==> src/rtl/mul_dot_accum.sv <==
// Saturating dot-product accumulator for multiplier products; result 1 cycle after the final accept.
// Result held on out_valid until taken; in_ready passes out_ready through while a result is pending.
module mul_dot_accum #(
  parameter  int PROD_W = 5,
  parameter  int ACC_W  = 12,
  parameter  int LEN    = 8,
  localparam int CNT_W  = $clog2(LEN + 1)
) (
  input  logic              clk,
  input  logic              rst,
  input  logic              in_valid,
  output logic              in_ready,
  input  logic [PROD_W-1:0] in_prod,
  input  logic              in_last,
  output logic              out_valid,
  input  logic              out_ready,
  output logic [ACC_W-1:0]  out_acc,
  output logic [CNT_W-1:0]  out_count,
  output logic              out_ovf
);

  typedef enum logic {ST_ACC, ST_HOLD} state_t;

  state_t             state_q, state_d;
  logic [ACC_W-1:0]   acc_q, acc_d;
  logic [CNT_W-1:0]   cnt_q, cnt_d;
  logic               ovf_q, ovf_d;
  logic               out_valid_q, out_valid_d;
  logic [ACC_W-1:0]   out_acc_q, out_acc_d;
  logic [CNT_W-1:0]   out_count_q, out_count_d;
  logic               out_ovf_q, out_ovf_d;

  logic               accept, xfer;
  logic [ACC_W-1:0]   prod_ext;
  logic [ACC_W:0]     sum;

  assign in_ready = !rst && ((state_q == ST_ACC) || out_ready);
  assign accept   = in_valid && in_ready;
  assign xfer     = out_valid_q && out_ready;
  assign prod_ext = ACC_W'(in_prod);
  assign sum      = {1'b0, acc_q} + {1'b0, prod_ext};

  always_comb begin
    state_d     = state_q;
    acc_d       = acc_q;
    cnt_d       = cnt_q;
    ovf_d       = ovf_q;
    out_valid_d = out_valid_q;
    out_acc_d   = out_acc_q;
    out_count_d = out_count_q;
    out_ovf_d   = out_ovf_q;
    case (state_q)
      ST_ACC: begin
        if (accept) begin
          if (sum[ACC_W]) begin
            acc_d = '1;
            ovf_d = 1'b1;
          end else begin
            acc_d = sum[ACC_W-1:0];
          end
          cnt_d = cnt_q + CNT_W'(1);
          if (in_last || (cnt_q == CNT_W'(LEN - 1))) begin
            out_acc_d   = acc_d;
            out_count_d = cnt_d;
            out_ovf_d   = ovf_d;
            out_valid_d = 1'b1;
            state_d     = ST_HOLD;
          end
        end
      end
      ST_HOLD: begin
        if (xfer) begin
          // An accept alongside the transfer opens the next group with this product.
          if (accept) begin
            acc_d = prod_ext;
            cnt_d = CNT_W'(1);
            ovf_d = 1'b0;
            if (in_last || (LEN == 1)) begin
              out_acc_d   = prod_ext;
              out_count_d = CNT_W'(1);
              out_ovf_d   = 1'b0;
            end else begin
              out_valid_d = 1'b0;
              state_d     = ST_ACC;
            end
          end else begin
            acc_d       = '0;
            cnt_d       = '0;
            ovf_d       = 1'b0;
            out_valid_d = 1'b0;
            state_d     = ST_ACC;
          end
        end
      end
      default: state_d = ST_ACC;
    endcase
  end

  always_ff @(posedge clk) begin
    if (rst) begin
      state_q     <= ST_ACC;
      acc_q       <= '0;
      cnt_q       <= '0;
      ovf_q       <= 1'b0;
      out_valid_q <= 1'b0;
      out_acc_q   <= '0;
      out_count_q <= '0;
      out_ovf_q   <= 1'b0;
    end else begin
      state_q     <= state_d;
      acc_q       <= acc_d;
      cnt_q       <= cnt_d;
      ovf_q       <= ovf_d;
      out_valid_q <= out_valid_d;
      out_acc_q   <= out_acc_d;
      out_count_q <= out_count_d;
      out_ovf_q   <= out_ovf_d;
    end
  end

  assign out_valid = out_valid_q;
  assign out_acc   = out_acc_q;
  assign out_count = out_count_q;
  assign out_ovf   = out_ovf_q;

endmodule

==> config.mk <==
export PLATFORM = sky130hd
export DESIGN_NAME = mul_dot_accum
export DESIGN_NICKNAME = d
export VERILOG_FILES = /design/src/rtl/mul_dot_accum.sv
export SDC_FILE = /design/constraint.sdc
export NUM_CORES = 1
export LEC_CHECK = 0
export CORE_UTILIZATION = 30
export CTS_BUF_LIST = sky130_fd_sc_hd__clkbuf_4 sky130_fd_sc_hd__clkbuf_8
export DETAILED_ROUTE_END_ITERATION = 8
export PLACE_DENSITY = 0.57
export SLEW_MARGIN = 0
export SYNTH_ARGS = -nofsm -noshare
export SYNTH_HDL_FRONTEND = slang
export SYNTH_SLANG_ARGS = --single-unit
==> constraint.sdc <==
create_clock -name clk -period 2 [get_ports clk]
set_input_delay 0.2 -clock clk [delete_from_list [all_inputs] [get_ports clk]]
set_output_delay 0.2 -clock clk [all_outputs]
set_load 0.01 [all_outputs]
==> results of run 1 <==
layer usage:
metal  track usage  part of all wire
met1         0.230              0.52
met4        0.0439             0.010
met2         0.250              0.44
met5             0                 0
met3        0.0311             0.033
through the flow:
stage	setup WS [ns]	cell area [um2]	TNS, ns
after floorplan	0.0157	2080	0
after detailed placement	-0.429	2650	-6.73
after CTS	-0.0129	2780	-0.0174
final	0.00230	2820	0
after global routing	-0.0875	2820	-0.161
after global placement	-0.375	2650	-6.22
sequential cells by signal (all words and copies together) (netlist names):
| signal | flops |
|---|---|
| out_acc | 12 |
| out_count | 4 |
| out_ovf | 1 |
| acc_q | 12 |
| cnt_q | 4 |
| state_q | 1 |
| out_valid | 1 |
| ovf_q | 1 |
worst reg2reg max path, stage by stage, from the launching register on:
cell,delay (ns)
dfxtp_2,0.34
ha_4,0.16
fa_2,0.34
a21o_4,0.23
a31oi_4,0.22
nor3_4,0.06
or3_1,0.34
a22o_1,0.19
timing repair:
item / CTS / global route
gates resized for setup: 7 / 7
hold buffers: 0 / 0
cloned: 0 / 0
endpoints found under the hold margin: 0 / 0
pin swaps: 5 / 5
setup endpoints to repair: 6 / 11
buffers inserted: 1 / 1
final timing paths:
path | slack, ns | endpoint | cells past startpoint | from
setup / recovery | 0.002 | out_acc[2] | 7 | acc_q[0]
hold / removal | 0.44 | out_ovf | 2 | out_ovf
setup reg to reg | 0.002 | out_acc[2] | 7 | acc_q[0]
hold reg to reg | 0.44 | out_ovf | 2 | out_ovf
power groups by stage:
stage | clock (mW) | combinational [mW] | sequential [mW]
global route | 0.587 | 0.473 | 0.772
floorplan | 0 | 0.243 | 0.780
CTS | 0.559 | 0.419 | 0.767
global placement | 0 | 0.407 | 0.783
finish | 0.546 | 0.432 | 0.767
detailed placement | 0 | 0.409 | 0.782
area by class of cell:
cell class	instances	area, um2	share of cell area
tap	77	96.3	0.0342
clock buffer	7	83.8	0.0298
clock inverter	1	8.76	0.00311
sequential	36	722	0.256
timing repair buffer	72	609	0.216
inverter	2	7.51	0.00267
multi-input combinational	184	1290	0.458
logic make-up (layout without fill, tap and decap cells):
group,count (synthesis),after routing,synth area share
adders and majority gates,7,7,0.0457
xor gates and xnor gates,6,6,0.0252
muxes,5,5,0.0240
and+or+nand+nor,88,88,0.214
DFF,36,36,0.346
AOI/OAI and AO/OA,78,78,0.281
buffers and inverters,19,82,0.0643
cell usage in the layout (no fill, tap or decap), types with 5 or more instances in the layout:
| master | instances |
|---|---|
| buf_4 | 44 |
| dfxtp_1 | 35 |
| nor2_1 | 21 |
| o21ai_0 | 9 |
| clkbuf_8 | 5 |
| clkdlybuf4s50_1 | 27 |
| mux2i_1 | 5 |
| nand2_1 | 28 |
| a31oi_1 | 5 |
| nand3_1 | 9 |
| a21oi_1 | 18 |
==> insert_results.sql, run 1 <==
INSERT INTO impl_metrics (metric_group, metric, value, unit) VALUES
('synth', 'yosys-top-cells-area', 'dfxtp_1 35%, nand2_1 5.0%, a21oi_1 4.8%', ''),
('timing', 'final_period_minus_worst_setup_slack', '2.00', 'ns'),
('synth', 'synth.net_count', '256', ''),
('synth', 'synth-edff-count', '0', ''),
('power_and_ir_drop', 'internal_power', '1.24', 'mW'),
('cts', 'cts-buffers-inserted', '5', ''),
('final_layout', 'final_net_count', '318', ''),
('synth', 'synthCells', '239', ''),
('power_and_ir_drop', 'total_power', '1.74', 'mW'),
('synth', 'async_reset_ff_frac', '0', ''),
('critical_path', 'cp_data_arrival_time', '2.18', 'ns'),
('critical_path', 'critical_path_peak_fanout', '4', ''),
('floorplan', 'core_area', '6530', 'um2'),
('placement', 'dpl.hpwl', '4060', 'um'),
('cts', 'tritoncts', 'built', ''),
('critical_path', 'family_with_the_most_delay_on_the_worst_path', 'compound AO/OA/AOI/OAI gates', ''),
('global_routing', 'antenna_found_initial', '0', ''),
('power_and_ir_drop', 'pwr_density_cell', '620', 'nW/um2'),
('critical_path', 'critPathKind', 'flip-flop to flip-flop', ''),
('synth', 'number_of_distinct_standard_cells_referenced_by_the_synthesized_netlist', '58', ''),
('synth', 'average_cell_area_after_synthesis', '8.71', 'um2'),
('floorplan', 'dieWidth', '85.3', 'um'),
('power_and_ir_drop', 'power.sequential.fraction', '0.440', ''),
('timing', 'fmax', '501', 'MHz'),
('critical_path', 'cpMaxStageDelayCell', 'dfxtp_2', ''),
('critical_path', 'worst-endpoint-required', '2.19', 'ns'),
('timing', 'timing_hold_violations_final', '0', ''),
('drt', 'viasPerCell', '5.22', ''),
('critical_path', 'timing.critical_path.slowest_cell_delay', '0.34', 'ns'),
('drt', 'dr.pass1.iters', '4', ''),
('timing', 'timing.clock.skew', '0.0106', 'ns'),
('placement', 'post-place-cells', '369', ''),
('placement', 'place.port_buffers', '28', ''),
('global_routing', 'grt_pass1_vias', '1910', ''),
('power_and_ir_drop', 'vdd_ir_drop_max', '0.304', 'mV'),
('synth', 'synth_most_common_cell', 'dfxtp_1', ''),
('final_layout', 'fill_cells', '648', ''),
('cts', 'cts-htree-levels', '2', ''),
('synth', 'synthesis.yosys.warnings', '0', ''),
('drt', 'route.vias.total', '1979', ''),
('synth', 'synth_area_leader_cell', 'dfxtp_1', ''),
('timing', 'ratio_of_final_minimum_period_to_clock_period', '0.999', ''),
('cts', 'master_cell_of_the_clock_root_buffer', 'clkbuf_8', ''),
('power_and_ir_drop', 'switching_share', '0.292', ''),
('timing', 'max_slew.worst_pin.slew', '0.638', 'ns'),
('power_and_ir_drop', 'p_leak', '1.11', 'nW'),
('cts', 'longest_clk_path_bufs', '2', ''),
('timing', 'report.final.slew_viol_count', '0', ''),
('synth', 'yosys_most_used_dff', 'dfxtp_1', ''),
('critical_path', 'crit_path_end_kind', 'flip-flop', ''),
('power_and_ir_drop', 'clkPwrFrac', '0.313', ''),
('final_layout', 'number_of_diodes', '0', ''),
('synth', 'seq_total_area_yosys', '0.346', ''),
('final_layout', 'utilization', '0.431', ''),
('drt', 'routed_wire_length_per_instance', '14.3', 'um'),
('critical_path', 'nature_of_the_critical_path_startpoint', 'flip-flop', ''),
('timing', 'setup-violations-final', '0', ''),
('run', 'max_cap_viol_count', '0', ''),
('timing', 'slew-limit-headroom', '0.570', ''),
('floorplan', 'die_h', '85.3', 'um'),
('final_layout', 'layout-drive-gt1-share', '0.268', ''),
('global_routing', 'grt.overflow.total', '0', ''),
('timing', 'rsz0062_at_grt', 'true', ''),
('cts', 'cts.reportedPaths.clkPinSlew', '0.08', 'ns'),
('synth', 'postSynthRegisterBits', '36', ''),
('floorplan', 'start_util', '0.319', ''),
('global_routing', 'pin_count_of_the_biggest_net_entering_global_routing', '14', ''),
('drt', 'detail_route.wirelength', '5430', 'um'),
('status', 'status', 'complete, no violations', ''),
('critical_path', 'timing.critical_path.buf_inv', '0', ''),
('placement', 'place.gp.congestion', '0.824', '');
(Power assumes the default switching activity.)
==> run 2: changes to the inputs <==
--- a/config.mk
+++ b/config.mk
@@ -5,6 +5,8 @@
 export SDC_FILE = /design/constraint.sdc
 export NUM_CORES = 1
 export LEC_CHECK = 0
+export CAP_MARGIN = 20
+export CORE_MARGIN = 2
 export CORE_UTILIZATION = 30
 export CTS_BUF_LIST = sky130_fd_sc_hd__clkbuf_4 sky130_fd_sc_hd__clkbuf_8
 export DETAILED_ROUTE_END_ITERATION = 8
==> run 2 against run 1 <==
Effect of this change: die area grew 4.7%; setup slack lost 0.020 ns; critical endpoint unchanged; the run now ends with negative setup slack left; sequential share of layout area grew 0.37 points; register-to-register slack lost 0.02 ns; sequential power is essentially flat; final cell count shrank 0.79%; final area shrank 1.4%; global-route usage shrank 1.4 points; combinational power shrank 3%.
==> insert_results.sql, run 2 (same netlist as run 1, synthesis figures left out) <==
INSERT INTO impl_metrics (metric_group, metric, value, unit) VALUES
('timing', 'fmax', '496', 'MHz'),
('floorplan', 'core_area', '6760', 'um2'),
('drt', 'detail-route-antenna-nets', '0', ''),
('final_layout', 'most_frequent_standard_cell_in_the_layout_excluding_fill_and_tap_cells', 'buf_4', ''),
('floorplan', 'rows', '30', ''),
('timing', 'rsz0062_at_grt', 'true', ''),
('critical_path', 'timing.critical_path.buf_inv', '0', ''),
('placement', 'post-place-cells', '365', ''),
('critical_path', 'worst_setup_path_startpoint', 'acc_q[0]', ''),
('drt', 'drt_drc_violations_left', '0', ''),
('power_and_ir_drop', 'vdd_ir_drop_max', '0.215', 'mV'),
('timing', 'ratio_of_final_minimum_period_to_clock_period', '1.01', ''),
('critical_path', 'crit_path_cell_trace', 'ha_4 -> fa_2 -> a21o_4 -> a31oi_4 -> nor3_4 -> or3_1 -> a22o_1', ''),
('status', 'failed_checks', 'negative setup slack', ''),
('global_routing', 'pin_count_of_the_biggest_net_entering_global_routing', '22', ''),
('power_and_ir_drop', 'total_power', '1.75', 'mW'),
('critical_path', 'family_with_the_most_delay_on_the_worst_path', 'compound AO/OA/AOI/OAI gates', ''),
('timing', 'report.final.slew_viol_count', '0', ''),
('cts', 'master_cell_of_the_clock_root_buffer', 'clkbuf_8', ''),
('hold_path', 'min_from', 'out_ovf', ''),
('placement', 'dpl.hpwl', '4030', 'um'),
('timing', 'final_period_minus_worst_setup_slack', '2.02', 'ns'),
('critical_path', 'critical_path_peak_fanout', '4', ''),
('critical_path', 'worst_r2r_startpoint', 'acc_q[0]', ''),
('global_routing', 'antenna_found_initial', '0', ''),
('cts', 'cts.sink_count', '36', ''),
('drt', 'routed_wire_length_per_instance', '14.7', 'um'),
('cts', 'longest_clk_path_bufs', '2', ''),
('final_layout', 'number_of_diodes', '0', ''),
('drt', 'viasPerCell', '5.30', ''),
('floorplan', 'start_util', '0.308', ''),
('global_routing', 'grt_pass1_vias', '1884', ''),
('final_layout', 'fill_cells', '696', ''),
('power_and_ir_drop', 'pwr_density_cell', '630', 'nW/um2'),
('critical_path', 'nature_of_the_critical_path_startpoint', 'flip-flop', ''),
('cts', 'cts-buffers-inserted', '5', ''),
('critical_path', 'rr_endpoint', 'out_acc[2]', ''),
('timing', 'setup_total_negative_slack', '-0.0173', 'ns'),
('final_layout', 'final_net_count', '313', ''),
('drt', 'detail_route.wirelength', '5540', 'um'),
('hold_path', 'worst_hold_class', 'flip-flop to flip-flop', ''),
('timing', 'slew-limit-headroom', '0.611', ''),
('global_routing', 'grt_pass1_wl', '8910', 'um'),
('floorplan', 'boundaryPins', '29', ''),
('placement', 'dpl_cell_area', '2600', 'um2'),
('timing', 'max_slew.worst_pin.slew', '0.578', 'ns'),
('critical_path', 'cpMaxStageDelayCell', 'fa_2', ''),
('global_routing', 'grt.overflow.total', '0', ''),
('cts', 'hold_buffers', '0', ''),
('critical_path', 'register_to_register_path_depth', '7', ''),
('final_layout', 'layout-drive-gt1-share', '0.250', ''),
('critical_path', 'crit_path_end_kind', 'flip-flop', ''),
('critical_path', 'timing.critical_path.slowest_cell_delay', '0.36', 'ns'),
('critical_path', 'critPathKind', 'flip-flop to flip-flop', ''),
('timing', 'finalWorstSetupSlack', '-0.0173', 'ns'),
('final_layout', 'postLayoutCellArea', '2780', 'um2'),
('drt', 'detailedRoute.firstIterationViolations', '114', ''),
('cts', 'clock_insertion_delay_worst_skew', '0.29', 'ns'),
('placement', 'place.port_buffers', '28', ''),
('final_layout', 'mostFrequentLayoutCells', '39 x buf_4, 35 x dfxtp_1, 28 x nand2_1', ''),
('timing', 'setup-violations-final', '1', ''),
('critical_path', 'cp_data_arrival_time', '2.20', 'ns'),
('final_layout', 'area_growth', '33.4', '%'),
('cts', 'cts-htree-levels', '2', ''),
('floorplan', 'die-area', '7620', 'um2'),
('floorplan', 'die_h', '87.3', 'um'),
('drt', 'route.vias.total', '1993', ''),
('floorplan', 'dieWidth', '87.3', 'um'),
('final_layout', 'final-instance-count-excl-fill', '376', ''),
('status', 'status', 'finished, violations left', ''),
('run', 'max_cap_viol_count', '0', ''),
('power_and_ir_drop', 'p_leak', '1.09', 'nW'),
('hold_path', 'worstHoldPathCells', '2', ''),
('hold_path', 'terminating_pin_of_the_worst_hold_path', 'out_ovf', ''),
('critical_path', 'reg2reg_slack', '-0.02', 'ns'),
('critical_path', 'worst-endpoint-required', '2.18', 'ns'),
('global_routing', 'grt_usage', '0.148', ''),
('cts', 'tritoncts', 'built', ''),
('timing', 'timing.clock.skew', '0.00609', 'ns'),
('timing', 'timing_hold_violations_final', '0', ''),
('drt', 'dr.pass1.iters', '4', ''),
('cts', 'cts.reportedPaths.clkPinSlew', '0.07', 'ns'),
('placement', 'place.gp.congestion', '0.814', '');
[run 2: what timing repair did]
item | 4_1_cts | 5_1_grt
gates resized for setup | 8 | 4
setup endpoints to repair | 7 | 19
buffers inserted | 3 | 1
pin swaps | 6 | 3
[run 2: through the flow]
step | setup slack, ns | utilization | hold WS, ns
detailed placement | -0.399 | 0.385 | 0.433
floorplan | 0.0157 | - | 0.367
global route | -0.0811 | 0.411 | 0.465
global placement | -0.385 | 0.385 | 0.429
finish | -0.0173 | 0.411 | 0.439
CTS | -0.0419 | 0.407 | 0.442
[run 2: final cells by class]
cell class	instances	area (um2)	area share
inverters	2	7.51	0.00270
flip-flops and latches	36	722	0.260
repair buffers	67	572	0.206
well taps	80	100	0.0361
clock buffers	7	96.3	0.0347
multi-input cells	184	1280	0.461
[run 2: power breakdown]
part	internal, mW	leakage, nW	total (mW)	switching, mW
logic	0.206	0.742	0.419	0.212
clock network	0.307	0.0503	0.564	0.257
registers	0.744	0.293	0.766	0.0220
total	1.26	1.09	1.75	0.492
[run 2: layer usage]
| metal | track usage | vias up | routed length, um |
|---|---|---|---|
| li1 | - | 996 | - |
| met1 | 0.195 | 957 | 2720 |
| met2 | 0.247 | 34 | 2610 |
| met3 | 0.0246 | 6 | 135 |
| met4 | 0.0420 | 0 | 70 |
| met5 | 0 | - | 0 |
[run 2: worst max-delay path by stage]
stage,end,slack [ns],depth (start not counted)
2_1_floorplan,out_acc[2],0.02,7
3_3_place_gp,out_acc[2],-0.39,8
3_5_place_dp,out_acc[2],-0.40,8
4_1_cts,out_acc[2],-0.04,7
5_1_grt,out_acc[2],-0.08,7
6_report,out_acc[2],-0.02,7
[run 2: worst reg2reg max path, cell delays in order (launching register included)]
cell     delay (ns)
dfxtp_2        0.34
ha_4           0.16
fa_2           0.36
a21o_4         0.24
a31oi_4        0.21
nor3_4         0.06
or3_1          0.35
a22o_1         0.19
